### src/rtl/dequant_seq.sv
// Two-stage dequantiser: scales each incoming coefficient by a byte from an external,
// registered quantisation-table ROM. Define ZIGZAG_EN for zigzag-ordered input.
module dequant_seq (
  input  logic        clk,
  input  logic        rstn,
  input  logic        din_valid,
  input  logic [11:0] din,
  output logic        din_ready,
  output logic [5:0]  rom_a,
  input  logic [7:0]  rom_d,
  output logic        dout_valid,
  output logic [11:0] dout,
  output logic        dout_last,
  input  logic        dout_ready
);

`ifdef ZIGZAG_EN
  localparam logic [5:0] ZZ [64] = '{
     0,  1,  8, 16,  9,  2,  3, 10, 17, 24, 32, 25, 18, 11,  4,  5,
    12, 19, 26, 33, 40, 48, 41, 34, 27, 20, 13,  6,  7, 14, 21, 28,
    35, 42, 49, 56, 57, 50, 43, 36, 29, 22, 15, 23, 30, 37, 44, 51,
    58, 59, 52, 45, 38, 31, 39, 46, 53, 60, 61, 54, 47, 55, 62, 63
  };

  function automatic logic [5:0] addr_map(input logic [5:0] i);
    return ZZ[i];
  endfunction
`else
  function automatic logic [5:0] addr_map(input logic [5:0] i);
    return i;
  endfunction
`endif

  logic [5:0]         idx;
  logic               s1_valid;
  logic signed [11:0] s1_din;
  logic [5:0]         s1_idx;
  logic               s1_last;
  logic               s1_advance;
  logic               in_xfer;
  logic signed [20:0] prod;
  logic [11:0]        dout_next;
  logic               rnd_unused_hi;
  logic [7:0]         rnd_unused_lo;

  always_comb begin
    s1_advance = !dout_valid || dout_ready;
    din_ready  = !s1_valid || s1_advance;
    in_xfer    = din_valid && din_ready;
    // Hold the ROM on the S1 entry while stalled so rom_d keeps matching it.
    rom_a      = (s1_valid && !s1_advance) ? addr_map(s1_idx) : addr_map(idx);
    prod       = s1_din * $signed({1'b0, rom_d});
    {rnd_unused_hi, dout_next, rnd_unused_lo} = prod + 21'sd128;
  end

  always_ff @(posedge clk or negedge rstn) begin
    if (!rstn) begin
      idx      <= '0;
      s1_valid <= 1'b0;
      s1_din   <= '0;
      s1_idx   <= '0;
      s1_last  <= 1'b0;
    end else if (in_xfer) begin
      s1_valid <= 1'b1;
      s1_din   <= din;
      s1_idx   <= idx;
      s1_last  <= (idx == 6'd63);
      idx      <= idx + 6'd1;
    end else if (s1_advance) begin
      s1_valid <= 1'b0;
    end
  end

  always_ff @(posedge clk or negedge rstn) begin
    if (!rstn) begin
      dout_valid <= 1'b0;
      dout       <= '0;
      dout_last  <= 1'b0;
    end else if (s1_advance) begin
      dout_valid <= s1_valid;
      if (s1_valid) begin
        dout      <= dout_next;
        dout_last <= s1_last;
      end
    end
  end

endmodule

### config.mk
export PLATFORM = sky130hd
export DESIGN_NAME = dequant_seq
export DESIGN_NICKNAME = d
export VERILOG_FILES = /design/src/rtl/dequant_seq.sv
export SDC_FILE = /design/constraint.sdc
export NUM_CORES = 1
export LEC_CHECK = 0
export ABC_CLOCK_PERIOD_IN_PS = 6500
export CAP_MARGIN = 15
export CELL_PAD_IN_SITES_DETAIL_PLACEMENT = 1
export CELL_PAD_IN_SITES_GLOBAL_PLACEMENT = 2
export CORE_MARGIN = 1.5
export CORE_UTILIZATION = 25
export CTS_CLUSTER_SIZE = 40
export DETAILED_ROUTE_END_ITERATION = 12
export PLACE_DENSITY_LB_ADDON = 0.25
export SETUP_SLACK_MARGIN = 0.2
export SYNTH_ARGS = -nofsm -noshare
export SYNTH_HDL_FRONTEND = slang
export SYNTH_SLANG_ARGS = --single-unit
### constraint.sdc
create_clock -name clk -period 6.5 [get_ports clk]
set_clock_uncertainty 0.05 [all_clocks]
set_input_delay 0.975 -clock clk [delete_from_list [all_inputs] [get_ports clk]]
set_output_delay 0.975 -clock clk [all_outputs]
set_load 0.02 [all_outputs]
==> flow_summary_export.csv, run 1 <==
group,metric,value,unit
drt,drc,0,
place,numPortBuffers,44,
critical_path,startpoint,"rom_d[1]",
yosys,synth_warnings,0,
final_layout,syn_to_final_growth,19.3,%
critical_path,end_kind,"register",
yosys,synth_area_leaders,"fa_1 30%, dfrtp_1 20%, ha_1 12%",
critical_path,cp-start-kind,"primary input",
drt,num_vias,3556,
sta,min_period_over_period,92.6,%
sta,period_minus_slack,6.02,ns
clock_tree,cts-hold-fix-buffers,0,
sta,layout_setup_ws,0.479,ns
yosys,yosysTopAreaCellShare,30.4,%
critical_path,r2r_cells,17,
global_route,grt_pass1_wl,21900,um
critical_path,worstPathMaxFanout,4,
floorplan,fp-row-count,51,
floorplan,start_util,25.6,%
place,dpl_cell_area,5800,sq um
floorplan,core,19600,sq um
yosys,synthCells,505,
yosys,synth_most_common_cell,"inv_1",
place,dp_hpwl,10700,um
yosys,seq_area_frac_synth,20.0,%
global_route,grt_use_total,13.8,%
final_layout,num-nets-final,697,
global_route,gr-total-overflow,0,
critical_path,r2r_end,"dout[9]$_DFFE_PN0P_",
critical_path,cp-endpoint,"dout[9]$_DFFE_PN0P_",
yosys,synth_nets,652,
critical_path,r2r_slack,1.03,ns
yosys,async_reset_ff_share,100,%
sta,tightest_slew,0.965,ns
yosys,syn-cell-area,5010,sq um
critical_path,cp_slowest_stage_delay,0.55,ns
clock_tree,cts_tree,"yes",
critical_path,critPathMostFrequentCell,"fa_1",
sta,max-slew-margin-rel,35.7,%
yosys,synth_commonest_cells,"92 x inv_1, 76 x fa_1, 75 x nand2_1",
floorplan,dieArea,20900,sq um
clock_tree,cts_buffer_depth,2,
yosys,avgSynthCellArea,9.92,sq um
outcome,run_status,"completed",
place,preCtsSetupSlack,-0.0180,ns
final_layout,drive_gt1_share,9.98,%
final_layout,insertedDiodeCount,0,
sta,maxSlewViolCount,0,
clock_tree,htree_levels,2,
critical_path,crit_chain,"clkdlybuf4s50_1 -> nand2_1 -> fa_1 -> inv_1 -> fa_1 -> inv_1 -> fa_1 -> inv_1 -> fa_1 -> fa_1 -> ha_1 -> a21o_1 -> a2111o_1 -> o211a_4 -> a311oi_4 -> buf_4 -> o211ai_1 -> a31oi_1",
clock_tree,cts.sinks,40,
clock_tree,clk_pin_slew,0.06,ns
critical_path,r2r-start,"s1_din[6]$_DFFE_PN0P_",
sta,max_freq,0.166,GHz
yosys,synth_top_flop_cell,"dfrtp_1",
clock_tree,numCtsBuffers,5,
global_route,antenna_found_initial,0,
critical_path,cp_data_required_time,6.66,ns
global_route,grt_start_max_net_pins,41,
sta,setup_violations,0,
place,routabilityCongestion,0.749,
yosys,yosys_register_bits,40,
clock_tree,cts-root-buf,"clkbuf_16",
floorplan,die_y,145,um
global_route,grt_pass1_vias,4122,
yosys,synth_cell_type_count,39,
yosys,synth_edf_count,0,
job,drv_cap,0,
critical_path,cp_data_arrival_time,6.18,ns
drt,wl_per_cell,15.7,um
drt,drtPass1Iterations,4,
drt,vias_per_cell,4.36,
drt,wl,12800,um
sta,rsz0062_at_grt,"no",
final_layout,finish.instance_area,5980,sq um
sta,timing_hold_violations_final,0,
critical_path,worstSetupPathType,"in -> reg",
floorplan,ios,45,
worst_hold_path,hold_path.class,"reg -> reg",
critical_path,cp_slowest_cell,"fa_1",
drt,drtAntennaViolNets,0,
drt,drtIter0Drc,94,
yosys,post-synth-top-area-cell,"fa_1",
clock_tree,clock_latency,0.29,ns
floorplan,die_x,145,um
-- how the worst min path moves through the flow --
| stage | from | end | slack (ns) | cells past startpoint |
|---|---|---|---|---|
| after floorplan | s1_last$_DFFE_PN0P_ | dout_last$_DFFE_PN0P_ | 0.39 | 2 |
| after global placement | s1_last$_DFFE_PN0P_ | dout_last$_DFFE_PN0P_ | 0.41 | 2 |
| after detailed placement | s1_last$_DFFE_PN0P_ | dout_last$_DFFE_PN0P_ | 0.42 | 2 |
| after CTS | s1_last$_DFFE_PN0P_ | dout_last$_DFFE_PN0P_ | 0.43 | 2 |
| after global routing | s1_last$_DFFE_PN0P_ | dout_last$_DFFE_PN0P_ | 0.46 | 2 |
| final | s1_last$_DFFE_PN0P_ | dout_last$_DFFE_PN0P_ | 0.43 | 2 |
-- logic make-up after synthesis --
kind of cell / Yosys count / synth area share [%]
adders and majority gates: 123 / 42.1
muxes: 26 / 5.82
AOI/OAI and AO/OA: 45 / 6.82
buffers and inverters: 111 / 8.34
DFF: 40 / 20.0
xor gates and xnor gates: 18 / 3.15
and+or+nand+nor: 142 / 13.8
-- per-stage QoR --
step	hold slack [ns]	TNS, ns	instances	util (%)
after floorplan	0.389	0	505	-
after global placement	0.410	0	808	29.6
after detailed placement	0.416	-0.0180	808	29.6
after CTS	0.430	0	816	30.5
after global routing	0.455	0	816	30.5
final	0.433	0	816	30.5
-- cell usage in the layout (no fill, tap or decap), types with 3 or more instances in the layout --
cell / Yosys / routed
clkbuf_16: 0 / 5
ha_1: 47 / 47
nand2_1: 75 / 75
inv_1: 92 / 92
mux2_2: 25 / 25
nor3_1: 3 / 3
nand3_1: 5 / 5
nor2_1: 5 / 5
xor2_1: 5 / 5
a21o_1: 6 / 6
a21oi_1: 6 / 6
o31ai_1: 3 / 3
o21a_1: 3 / 3
o211ai_1: 3 / 3
nand2b_1: 4 / 4
dfrtp_1: 40 / 40
fa_1: 76 / 76
o21ai_0: 10 / 10
clkdlybuf4s50_1: 0 / 42
xnor2_1: 13 / 13
buf_4: 0 / 13
and2_1: 43 / 43
-- final cells by class --
type	instances	area, sq um
Tap cell	265	332
Clock buffer	5	125
Multi-Input combinational cell	354	3590
Inverter	92	345
Clock inverter	3	46.3
Fill cell	2262	13600
Timing Repair Buffer	57	536
Sequential cell	40	1000
-- layer usage --
metal  wire [um]  global-route usage (%)  part of all wire [%]  vias up
met5           0                       0                     0        -
met4         117                    2.29                  0.91        0
met3         303                    1.72                   2.4        9
met2        6650                    24.8                    52       36
met1        5770                    17.9                    45     1850
li1            -                       -                     -     1661
-- state kept, by name, summed over array words and instances (netlist names) --
signal      cells
s1_idx          6
dout_last       1
s1_last         1
s1_valid        1
dout           12
idx             6
dout_valid      1
s1_din         12
-- critical path, delay by kind of cell --
family	cells	cell delay, ns
fa+ha+maj	6	2.87
compound gates	6	1.42
buf+inv	5	0.82
simple gates	1	0.08
-- timing repair --
action / in CTS / in global routing
gates resized for setup: 0 / 1
hold endpoints to repair: 0 / 0
buffers inserted: 0 / 0
setup endpoints to repair: 0 / 4
Power of run 1 is not shown: default switching activity piles up to over one toggle a cycle in this logic, so the estimate is an artifact.
==> run 2: changes to the inputs <==
--- a/config.mk
+++ b/config.mk
@@ -9,6 +9,7 @@
 export CAP_MARGIN = 15
 export CELL_PAD_IN_SITES_DETAIL_PLACEMENT = 1
 export CELL_PAD_IN_SITES_GLOBAL_PLACEMENT = 2
+export CORE_ASPECT_RATIO = 1.5
 export CORE_MARGIN = 1.5
 export CORE_UTILIZATION = 25
 export CTS_CLUSTER_SIZE = 40
==> run 2 against run 1 <==
Utilization down 0.46 points. Setup slack got worse by 0.020 ns. Global-route usage down 0.84 points. Clock-buffer cell count unchanged. Sequential share of layout area increased by 0.16 points. Fmax shrank 0.33%. Final cell count is 0.98% lower.
==> flow_summary_export.csv, run 2 (same netlist as run 1, synthesis figures left out) <==
group,metric,value,unit
clock_tree,numCtsBuffers,5,
critical_path,cp_data_arrival_time,6.17,ns
sta,setup_violations,0,
critical_path,cp-start-kind,"primary input",
sta,max-slew-margin-rel,35.9,%
critical_path,cp_data_required_time,6.63,ns
global_route,antenna_found_initial,0,
floorplan,ios,45,
global_route,grt_start_max_net_pins,41,
clock_tree,cts-hold-fix-buffers,0,
worst_hold_path,hold_path.class,"reg -> reg",
final_layout,drive_gt1_share,9.49,%
sta,maxSlewViolCount,0,
clock_tree,clk_pin_slew,0.06,ns
clock_tree,htree_levels,2,
floorplan,dieArea,20900,sq um
clock_tree,cts-resized-gates,0,
critical_path,cp_slowest_stage_delay,0.56,ns
global_route,gr-total-overflow,0,
sta,tightest_slew,0.962,ns
floorplan,fp-row-count,63,
job,drv_cap,0,
place,dp_hpwl,10800,um
place,routabilityCongestion,0.769,
final_layout,syn_to_final_growth,18.2,%
sta,rsz0062_at_grt,"no",
clock_tree,cts_setup_buffers,0,
clock_tree,cts_buffer_depth,2,
drt,vias_per_cell,4.38,
drt,num_vias,3543,
drt,drc,0,
floorplan,core,19700,sq um
sta,setup_tns,0,ns
outcome,run_status,"completed",
final_layout,layout_common_cells,"92 x inv_1, 76 x fa_1, 75 x nand2_1",
sta,min_period_over_period,92.9,%
critical_path,cp_top_family,"adder cells",
floorplan,start_util,25.4,%
global_route,grt_pass1_vias,4078,
clock_tree,cts-root-buf,"clkbuf_16",
critical_path,end_kind,"register",
final_layout,num-nets-final,695,
drt,drtPass1Iterations,4,
clock_tree,clock_latency,0.29,ns
floorplan,die_y,176,um
global_route,grt_use_total,13.0,%
drt,drtAntennaViolNets,0,
critical_path,cp_slowest_cell,"fa_1",
final_layout,insertedDiodeCount,0,
critical_path,cp.buffers_inverters,4,
drt,wl_per_cell,15.9,um
sta,max_freq,0.166,GHz
sta,timing_hold_violations_final,0,
critical_path,crit_chain,"clkdlybuf4s50_1 -> nand2_1 -> fa_1 -> inv_1 -> fa_1 -> inv_1 -> fa_1 -> inv_1 -> fa_1 -> fa_1 -> ha_1 -> a21o_1 -> a2111o_1 -> o211a_4 -> a311oi_4 -> o21ai_1 -> a221o_1",
final_layout,reg.largest.list,"dout x12, s1_din x12",
critical_path,critPathMostFrequentCell,"fa_1",
drt,wl,12900,um
global_route,grt_pass1_wl,21200,um
place,numPortBuffers,44,
critical_path,worstPathMaxFanout,4,
clock_tree,cts_tree,"yes",
clock_tree,cts.sinks,40,
sta,period_minus_slack,6.04,ns
critical_path,worstSetupPathType,"in -> reg",
drt,drtIter0Drc,88,
final_layout,final_common_cell,"inv_1",
floorplan,die_x,119,um
critical_path,r2r_slack,0.94,ns
-- run 2: cell types whose count changed in the layout (fill, tap and decap cells not counted) --
| cell | before | now |
|---|---|---|
| buf_4 | 13 | 11 |
| bufinv_16 | 1 | 0 |
| clkinv_2 | 0 | 1 |
| inv_6 | 1 | 0 |
-- run 2: path summary, 6_finish.rpt --
check / from / endpoint / cells past startpoint
min in group asynchronous: rstn / s1_din[10]$_DFFE_PN0P_ / 1
worst min register to register: s1_last$_DFFE_PN0P_ / dout_last$_DFFE_PN0P_ / 2
worst max-delay path: rom_d[1] / dout[11]$_DFFE_PN0P_ / 17
max in group asynchronous: rstn / s1_din[0]$_DFFE_PN0P_ / 1
worst min-delay path: s1_last$_DFFE_PN0P_ / dout_last$_DFFE_PN0P_ / 2
worst max register to register: s1_din[6]$_DFFE_PN0P_ / dout[11]$_DFFE_PN0P_ / 16
-- run 2: layout make-up --
class	instances	area (sq um)
repair buffers	55	520
flip-flops and latches	40	1000
clock inverters	2	12.5
fillers	2268	13800
multi-input cells	354	3590
inverters	92	345
clock buffers	5	125
well taps	260	325
-- run 2: stage by stage --
step | hold WS [ns] | cells | util, % | worst slack, ns | area (sq um)
floorplan | 0.389 | 505 | - | 0.474 | 5010
global placement | 0.416 | 801 | 29.3 | 0.0643 | 5780
detailed placement | 0.424 | 801 | 29.3 | 0.0223 | 5780
CTS | 0.438 | 808 | 30.0 | 0.316 | 5920
global route | 0.456 | 808 | 30.0 | 0.241 | 5920
finish | 0.428 | 808 | 30.0 | 0.459 | 5920
-- run 2: tightest hold or removal path: cells and delay by family, from the launching register on --
kind             cells  cell delay, ns
DFF                  1            0.34
and+or+nand+nor      2            0.10
-- run 2: routing by layer --
layer  share of wire [%]  global-route usage [%]  routed length (um)
met1                  38                    14.2                4890
met2                  59                    26.4                7610
met3                 2.1                    1.91                 270
met4                0.64                    1.96                  82
met5                   0                       0                   0
Power of run 2 is left out for the same reason.
==> run 3: changes to the inputs <==
--- a/config.mk
+++ b/config.mk
@@ -16,6 +16,7 @@
 export DETAILED_ROUTE_END_ITERATION = 12
 export PLACE_DENSITY_LB_ADDON = 0.25
 export SETUP_SLACK_MARGIN = 0.2
+export SLEW_MARGIN = 10
 export SYNTH_ARGS = -nofsm -noshare
 export SYNTH_HDL_FRONTEND = slang
 export SYNTH_SLANG_ARGS = --single-unit
==> results of run 3 <==
Final layout, timing and power as in run 2 (identical DEF).
Power of run 3 is left out for the same reason.
